### src/rtl/fir_mac_datapath_pkg.sv
// Shared definitions for the FIR MAC datapath: default geometry, a default
// coefficient image, the pipeline flag record and the address-width helper.
package fir_mac_datapath_pkg;

   localparam int DEF_NUM_COEF = 17;
   localparam int DEF_W_DATA   = 16;
   localparam int DEF_W_COEF   = 16;
   localparam int DEF_W_OUT    = 16;
   localparam int DEF_SHIFT    = 15;

   // Default tap image, tap 0 in the least significant word.
   localparam logic [DEF_NUM_COEF*DEF_W_COEF-1:0] DEF_COEF_INIT = {
      16'hFD00, 16'h0180, 16'h0500, 16'h0A00, 16'h1200, 16'h1C00,
      16'h2400, 16'h2C00, 16'h3000, 16'h2800, 16'h2000, 16'h1800,
      16'h1000, 16'h0900, 16'h0400, 16'h0100, 16'hFE00
   };

   // Tap-tracking flags that travel alongside the product and accumulator.
   typedef struct packed {
      logic last_p;   // product register holds the final tap
      logic last_a;   // accumulator has just absorbed the final tap
   } pipe_flags_t;

   // Width needed to index 'depth' entries (at least one bit).
   function automatic int addr_width(input int depth);
      return (depth < 2) ? 1 : $clog2(depth);
   endfunction

endpackage

### src/rtl/fir_mac_datapath_if.sv
// Sequencer-to-datapath bus of the FIR filter.
// Handshake: val_in qualifies data_in for exactly one cycle and there is no
// back-pressure; addr, ce_Reg, rst_Acc and ce_Acc are sampled on every rising
// edge as plain strobes; val_out qualifies data_out for exactly one cycle.
interface fir_mac_datapath_if #(
   parameter int Num_coef = 17,
   parameter int W_DATA   = 16,
   parameter int W_OUT    = 16
) ();
   import fir_mac_datapath_pkg::*;

   localparam int W_ADDR = addr_width(Num_coef);

   logic                     val_in;
   logic signed [W_DATA-1:0] data_in;
   logic [W_ADDR-1:0]        addr;
   logic                     ce_Reg;
   logic                     rst_Acc;
   logic                     ce_Acc;
   logic signed [W_OUT-1:0]  data_out;
   logic                     val_out;

   modport master (
      output val_in, data_in, addr, ce_Reg, rst_Acc, ce_Acc,
      input  data_out, val_out
   );

   modport slave (
      input  val_in, data_in, addr, ce_Reg, rst_Acc, ce_Acc,
      output data_out, val_out
   );

endinterface

### src/rtl/fir_mac_datapath_coef_rom.sv
// Coefficient LUT: Num_coef words of W_COEF bits taken from a parameter
// image, read combinationally. Addresses past the last tap read zero.
module fir_mac_datapath_coef_rom
   import fir_mac_datapath_pkg::*;
#(
   parameter int Num_coef = DEF_NUM_COEF,
   parameter int W_COEF   = DEF_W_COEF,
   parameter int W_ADDR   = addr_width(DEF_NUM_COEF),
   parameter logic [Num_coef*W_COEF-1:0] COEF_INIT = DEF_COEF_INIT
) (
   input  logic [W_ADDR-1:0]        i_addr,
   output logic signed [W_COEF-1:0] o_coef
);

   // Decode the tap index into its coefficient word.
   always_comb begin
      o_coef = '0;
      for (int k = 0; k < Num_coef; k++) begin
         if (i_addr == W_ADDR'(k)) begin
            o_coef = COEF_INIT[k*W_COEF +: W_COEF];
         end
      end
   end

endmodule

### src/rtl/fir_mac_datapath.sv
// Arithmetic half of the FIR filter: circular sample delay line, coefficient
// LUT, product register, accumulator and round/saturate output stage. Every
// step is driven by the sequencer strobes on the bus; nothing is decided here.
module fir_mac_datapath
   import fir_mac_datapath_pkg::*;
#(
   parameter int Num_coef = DEF_NUM_COEF,
   parameter int W_DATA   = DEF_W_DATA,
   parameter int W_COEF   = DEF_W_COEF,
   parameter int W_OUT    = DEF_W_OUT,
   parameter int SHIFT    = DEF_SHIFT,
   parameter logic [Num_coef*W_COEF-1:0] COEF_INIT = DEF_COEF_INIT
) (
   input  logic               clk,
   input  logic               rst,
   fir_mac_datapath_if.slave  bus
);

   localparam int W_ADDR = addr_width(Num_coef);
   localparam int W_PROD = W_DATA + W_COEF;
   // Wide enough that Num_coef full-scale products can never wrap.
   localparam int W_ACC  = W_PROD + W_ADDR;

   localparam logic [W_ADDR-1:0]        LAST_TAP = W_ADDR'(Num_coef - 1);
   localparam logic [W_ADDR:0]          DEPTH    = (W_ADDR + 1)'(Num_coef);
   localparam logic signed [W_ACC-1:0]  ROUND_K  = W_ACC'(1) << (SHIFT - 1);
   localparam logic signed [W_OUT-1:0]  OUT_MAX  = {1'b0, {(W_OUT-1){1'b1}}};
   localparam logic signed [W_OUT-1:0]  OUT_MIN  = {1'b1, {(W_OUT-1){1'b0}}};
   localparam logic signed [W_ACC-1:0]  ACC_MAX  = W_ACC'(OUT_MAX);
   localparam logic signed [W_ACC-1:0]  ACC_MIN  = W_ACC'(OUT_MIN);

   logic signed [W_DATA-1:0] r_dline [Num_coef];
   logic [W_ADDR-1:0]        r_wr_ptr;
   logic [W_ADDR-1:0]        r_newest;
   logic [W_ADDR-1:0]        r_base_ptr;
   logic signed [W_PROD-1:0] r_prod;
   logic signed [W_ACC-1:0]  r_acc;
   pipe_flags_t              r_flags;
   logic signed [W_OUT-1:0]  r_data_out;
   logic                     r_val_out;

   logic                     w_in_range;
   logic [W_ADDR-1:0]        w_rd_idx;
   logic signed [W_DATA-1:0] w_sample;
   logic signed [W_COEF-1:0] w_coef;
   logic signed [W_PROD-1:0] w_prod;
   logic signed [W_ACC-1:0]  w_rnd;
   logic signed [W_ACC-1:0]  w_shr;
   logic signed [W_OUT-1:0]  w_sat;

   fir_mac_datapath_coef_rom #(
      .Num_coef  (Num_coef),
      .W_COEF    (W_COEF),
      .W_ADDR    (W_ADDR),
      .COEF_INIT (COEF_INIT)
   ) u_coef_rom (
      .i_addr (bus.addr),
      .o_coef (w_coef)
   );

   // Sample read index (base - addr) mod depth, wrapped by compare/add so any depth works.
   always_comb begin
      w_in_range = ({1'b0, bus.addr} < DEPTH);
      if (r_base_ptr >= bus.addr) begin
         w_rd_idx = r_base_ptr - bus.addr;
      end else begin
         w_rd_idx = W_ADDR'(({1'b0, r_base_ptr} + DEPTH) - {1'b0, bus.addr});
      end
      w_sample = w_in_range ? r_dline[w_rd_idx] : '0;
   end

   // Full-width signed product; an out-of-range tap sees zero coefficient and zero sample.
   assign w_prod = $signed({{W_DATA{w_coef[W_COEF-1]}}, w_coef}) *
                   $signed({{W_COEF{w_sample[W_DATA-1]}}, w_sample});

   // Round half-up, arithmetic shift, then clamp to the output range.
   always_comb begin
      w_rnd = r_acc + ROUND_K;
      w_shr = w_rnd >>> SHIFT;
      if (w_shr > ACC_MAX) begin
         w_sat = OUT_MAX;
      end else if (w_shr < ACC_MIN) begin
         w_sat = OUT_MIN;
      end else begin
         w_sat = w_shr[W_OUT-1:0];
      end
   end

   // Delay line writes and the newest-sample snapshot taken on rst_Acc (with same-cycle bypass).
   always_ff @(posedge clk or negedge rst) begin
      if (!rst) begin
         for (int i = 0; i < Num_coef; i++) begin
            r_dline[i] <= '0;
         end
         r_wr_ptr   <= '0;
         r_newest   <= '0;
         r_base_ptr <= '0;
      end else begin
         if (bus.val_in) begin
            r_dline[r_wr_ptr] <= bus.data_in;
            r_newest          <= r_wr_ptr;
            r_wr_ptr          <= (r_wr_ptr == LAST_TAP) ? '0 : r_wr_ptr + 1'b1;
         end
         if (bus.rst_Acc) begin
            r_base_ptr <= bus.val_in ? r_wr_ptr : r_newest;
         end
      end
   end

   // Product and accumulator stages; rst_Acc overrides ce_Acc and kills the last-tap flag.
   always_ff @(posedge clk or negedge rst) begin
      if (!rst) begin
         r_prod  <= '0;
         r_acc   <= '0;
         r_flags <= '0;
      end else begin
         if (bus.ce_Reg) begin
            r_prod         <= w_prod;
            r_flags.last_p <= (bus.addr == LAST_TAP);
         end
         if (bus.rst_Acc) begin
            r_acc          <= '0;
            r_flags.last_a <= 1'b0;
         end else if (bus.ce_Acc) begin
            r_acc          <= r_acc + W_ACC'(r_prod);
            r_flags.last_a <= r_flags.last_p;
         end else begin
            r_flags.last_a <= 1'b0;
         end
      end
   end

   // Output register: load the finished sum once per convolution and strobe val_out.
   always_ff @(posedge clk or negedge rst) begin
      if (!rst) begin
         r_data_out <= '0;
         r_val_out  <= 1'b0;
      end else begin
         r_val_out <= r_flags.last_a;
         if (r_flags.last_a) begin
            r_data_out <= w_sat;
         end
      end
   end

   assign bus.data_out = r_data_out;
   assign bus.val_out  = r_val_out;

endmodule

### src/flat_wrapper.sv
// flat-port wrapper written by rule: the top's interface ports become plain ports
module fir_mac_datapath_flat import fir_mac_datapath_pkg::*;
#(
   parameter int Num_coef = DEF_NUM_COEF,
   parameter int W_DATA   = DEF_W_DATA,
   parameter int W_COEF   = DEF_W_COEF,
   parameter int W_OUT    = DEF_W_OUT,
   parameter int SHIFT    = DEF_SHIFT,
   parameter logic [Num_coef*W_COEF-1:0] COEF_INIT = DEF_COEF_INIT
)
  (clk, rst, bus_val_in, bus_data_in, bus_addr, bus_ce_Reg, bus_rst_Acc, bus_ce_Acc, bus_data_out, bus_val_out);
  fir_mac_datapath_if #(.Num_coef(Num_coef), .W_DATA(W_DATA), .W_OUT(W_OUT)) bus_i ();
  input  logic clk;
  input  logic rst;
  input wire logic [$bits(bus_i.val_in)-1:0] bus_val_in;
  input wire logic [$bits(bus_i.data_in)-1:0] bus_data_in;
  input wire logic [$bits(bus_i.addr)-1:0] bus_addr;
  input wire logic [$bits(bus_i.ce_Reg)-1:0] bus_ce_Reg;
  input wire logic [$bits(bus_i.rst_Acc)-1:0] bus_rst_Acc;
  input wire logic [$bits(bus_i.ce_Acc)-1:0] bus_ce_Acc;
  output wire logic [$bits(bus_i.data_out)-1:0] bus_data_out;
  output wire logic [$bits(bus_i.val_out)-1:0] bus_val_out;
  assign bus_i.val_in = bus_val_in;
  assign bus_i.data_in = bus_data_in;
  assign bus_i.addr = bus_addr;
  assign bus_i.ce_Reg = bus_ce_Reg;
  assign bus_i.rst_Acc = bus_rst_Acc;
  assign bus_i.ce_Acc = bus_ce_Acc;
  assign bus_data_out = bus_i.data_out;
  assign bus_val_out = bus_i.val_out;
  fir_mac_datapath #(.Num_coef(Num_coef), .W_DATA(W_DATA), .W_COEF(W_COEF), .W_OUT(W_OUT), .SHIFT(SHIFT), .COEF_INIT(COEF_INIT)) u_core (.clk(clk), .rst(rst), .bus(bus_i));
endmodule
### config.mk
export PLATFORM = sky130hd
export DESIGN_NAME = fir_mac_datapath_flat
export DESIGN_NICKNAME = d
export VERILOG_FILES = /design/src/rtl/fir_mac_datapath_pkg.sv /design/src/rtl/fir_mac_datapath_if.sv /design/src/rtl/fir_mac_datapath_coef_rom.sv /design/src/rtl/fir_mac_datapath.sv /design/src/flat_wrapper.sv
export SDC_FILE = /design/constraint.sdc
export NUM_CORES = 1
export LEC_CHECK = 0
export CAP_MARGIN = 20
export CORE_ASPECT_RATIO = 1.25
export CORE_UTILIZATION = 45
export CTS_CLUSTER_SIZE = 16
export DETAILED_ROUTE_END_ITERATION = 10
export GPL_TIMING_DRIVEN = 0
export SYNTH_ARGS = -nofsm -noshare
export SYNTH_HDL_FRONTEND = slang
export SYNTH_HIERARCHICAL = 1
export SYNTH_SLANG_ARGS = --single-unit
export TNS_END_PERCENT = 30
### constraint.sdc
create_clock -name clk -period 12.4 [get_ports clk]
set_input_delay 1.86 -clock clk [delete_from_list [all_inputs] [get_ports clk]]
set_output_delay 1.86 -clock clk [all_outputs]
set_load 0.1 [all_outputs]
==> flow_summary.json <==
{
  "critPathKind": "input pin to flop",
  "synth_seq_area_share_pct": 32.35,
  "synth_commonest_cells": "dfrtp_1, inv_1, mux2_2",
  "row_count": 103,
  "final_cells": 3687,
  "grt_overflow": 0,
  "grt_use_total_pct": 24.75,
  "hp-class": "flop to flop",
  "antenna_found_initial": 0,
  "synth.most_common_cell": "dfrtp_1",
  "critPathLaunchType": "input pin",
  "finClkSkew_ps": 25.52,
  "dp_cells": 3617,
  "p_leak_nw": 15.21,
  "end_kind": "flop",
  "power_mw": 9.873,
  "clk_latency_ps": 570,
  "finalSetupViolations": 0,
  "fillCellCount": 5762,
  "finalHoldViolations": 0,
  "nets": 3249,
  "grt_max_degree": 130,
  "post_synth_inst_count": 2725,
  "io_buffers": 41,
  "n_antenna_cell": 0,
  "cp_common_cell": "fa_1",
  "period_minus_slack_ps": 11900,
  "maxCapViolCount": 0,
  "fp.dieW_microns": 229.1,
  "crit_slowest_cell": "a2111oi_4",
  "worstPathRequired_ps": 12830,
  "syn_area_sq_mm": 0.02901,
  "dr_total_vias": 20640,
  "fin_ws_ps": 499.6,
  "clockBufferDepth": 3,
  "design_area_sq_mm": 0.03205,
  "synth_top_area_share_pct": 32.35,
  "layout-drive-gt1-share_pct": 16.82,
  "worst_slew_pin_slew_ps": 1055,
  "initial_utilization_pct": 45.75,
  "tritoncts": "yes",
  "synth_flop_cell": "dfrtp_1",
  "irDropWorstVdd_v": 0.0001682,
  "routed_wl_microns": 79450,
  "ys_async_sr_fraction_pct": 100.0,
  "io_pins": 44,
  "antenna_left": 0,
  "yosys.area.top_type": "dfrtp_1",
  "worst-path-max-fanout": 10,
  "wl_per_cell_microns": 21.55,
  "placed_cell_area_sq_mm": 0.03060,
  "dp_hpwl_microns": 60530,
  "die_y_microns": 285.9,
  "r2r_start": "u_core/r_base_ptr[0]",
  "relSlewSlack_pct": 29.65,
  "min_period_over_period_pct": 95.97,
  "seqCellArea_sq_mm": 0.009384,
  "viasPerCell": 5.599,
  "syn_area_per_cell_sq_um": 10.64,
  "fmax_mhz": 84.03,
  "slew_violations": 0,
  "status": "finished clean",
  "dieArea_sq_mm": 0.06549,
  "min_from": "u_core/r_flags[0]",
  "cpPeakStageDelay_ps": 820,
  "rsz0062_at_grt": "false",
  "ys_ff_latch": 375,
  "post-place-ws_ps": -741.3,
  "area_delta_synth_final_pct": 10.49,
  "cts.clk_slew.worst_paths_ps": 60,
  "power.density_mw_per_mm2": 308.1,
  "cp-startpoint": "bus_addr[3]",
  "core_sq_mm": 0.06341,
  "critPathArrivalTime_ps": 12330,
  "synthDistinctLibCells": 87,
  "synth_edf_count": 0,
  "cts_made_buffers": 39,
  "grt_pass1_wl_microns": 124800,
  "multi_input_area_sq_mm": 0.01770,
  "gp_congestion": 0.8850,
  "hold_buffers": 0,
  "dr.pass1.iters": 5,
  "drc_errors": 0,
  "grt_pass1_vias": 22470,
  "synth_area_leaders": "dfrtp_1, fa_1, mux2_2, ha_1, inv_1",
  "cts_htree_levels": 2,
  "cts_sinks": 375,
  "root_buffer": "clkbuf_16",
  "setup_tns_ps": 0,
  "yosysWarnings": 6,
  "drt_iter0_drc": 1075
}
[worst max-delay path, delay by kind of cell]
family          cells  cell delay [ps]
compound gates      9             3070
xor+xnor            1              200
fa+ha+maj           8             3930
buf+inv             8             1640
mux                 1              510
simple gates        5             1090
[registers in the layout, summed over array words and instances (netlist names)]
| signal | cells |
|---|---|
| u_core/r_prod | 32 |
| u_core/r_base_ptr | 5 |
| u_core/r_flags | 2 |
| u_core/bus.val_out | 1 |
| u_core/r_wr_ptr | 5 |
| u_core/bus.data_out | 16 |
| u_core/r_newest | 5 |
| u_core/r_dline | 272 |
| u_core/r_acc | 37 |
[report_power, final]
part	internal [mW]	switching (mW)
Clock	0.693	0.496
Sequential	1.75	0.312
Combinational	2.74	3.88
Total	5.19	4.69
[timing repair]
item | in CTS | in global routing
gates resized for setup | 1 | 39
buffers inserted | 2 | 4
pin swaps | 1 | 5
endpoints found under the setup margin | 2 | 5
[final timing paths]
| check | to | slack, ps | depth (start not counted) |
|---|---|---|---|
| setup / recovery | u_core/r_prod[30] | 500 | 32 |
| hold / removal | u_core/bus.val_out | 390 | 0 |
| setup reg to reg | u_core/r_prod[30] | 1790 | 32 |
| hold reg to reg | u_core/bus.val_out | 390 | 0 |
| max in group asynchronous | u_core/r_dline[256] | 9690 | 3 |
| min in group asynchronous | u_core/r_dline[71] | 1170 | 1 |
[placed cells by master (no fill, tap or decap), types with 9 or more instances in the layout]
cell type	synthesis	routed
dfrtp_1	375	375
inv_1	357	357
mux2_2	308	308
fa_1	267	267
nand2_1	167	167
ha_1	132	131
o22ai_1	125	125
nor2_1	125	125
clkbuf_1	87	88
and2_1	86	86
a21oi_1	68	68
nor3_1	65	64
nor2b_1	63	63
xnor2_1	59	58
o21ai_0	50	49
clkbuf_16	0	40
clkdlybuf4s50_1	0	36
a21o_1	32	32
xor2_1	28	28
mux2i_1	27	27
nand3_1	26	26
buf_4	10	18
buf_6	17	17
nand2b_1	17	17
or3_1	17	17
buf_2	19	15
o22a_1	14	14
nand4_1	12	12
a211oi_1	11	11
clkbuf_2	0	11
clkbuf_8	0	10
a31oi_1	10	10
o21a_1	10	10
and2b_1	10	10
o21bai_1	9	9
[stage by stage]
stage | hold slack [ps] | util (%)
after detailed placement | 387.5 | 48.26
after global placement | 368.8 | 48.09
after floorplan | 351.9 | -
after CTS | 401.1 | 50.30
after global routing | 412.9 | 50.54
final | 385.9 | 50.54
[cell families (layout without fill, tap and decap cells)]
logic type / count (synthesis) / after routing / share of synthesized area, %
mux: 341 / 341 / 13.31
compound gates: 394 / 394 / 9.257
simple gates: 630 / 630 / 11.20
flops: 375 / 375 / 32.35
fa+ha+maj: 400 / 400 / 24.16
xor+xnor: 87 / 87 / 2.627
other cells: 1 / 7 / 0.01293
buf+inv: 497 / 613 / 7.083
[area by class of cell]
type	count	share of cell area, %
Multi-Input combinational cell	1859	55.22
Sequential cell	375	29.28
Inverter	357	4.181
Clock buffer	59	3.658
Tap cell	840	3.279
Buffer	139	2.292
Timing Repair Buffer	52	1.772
Clock inverter	6	0.3162
[metal layers]
layer	wire length, microns	up-vias	GRT usage [%]
li1	-	9317	-
met1	30520	10650	28.20
met2	41760	483	45.39
met3	3308	192	3.260
met4	3857	0	12.10
met5	0	-	0
Note: power is estimated with default switching activity, not from simulation.
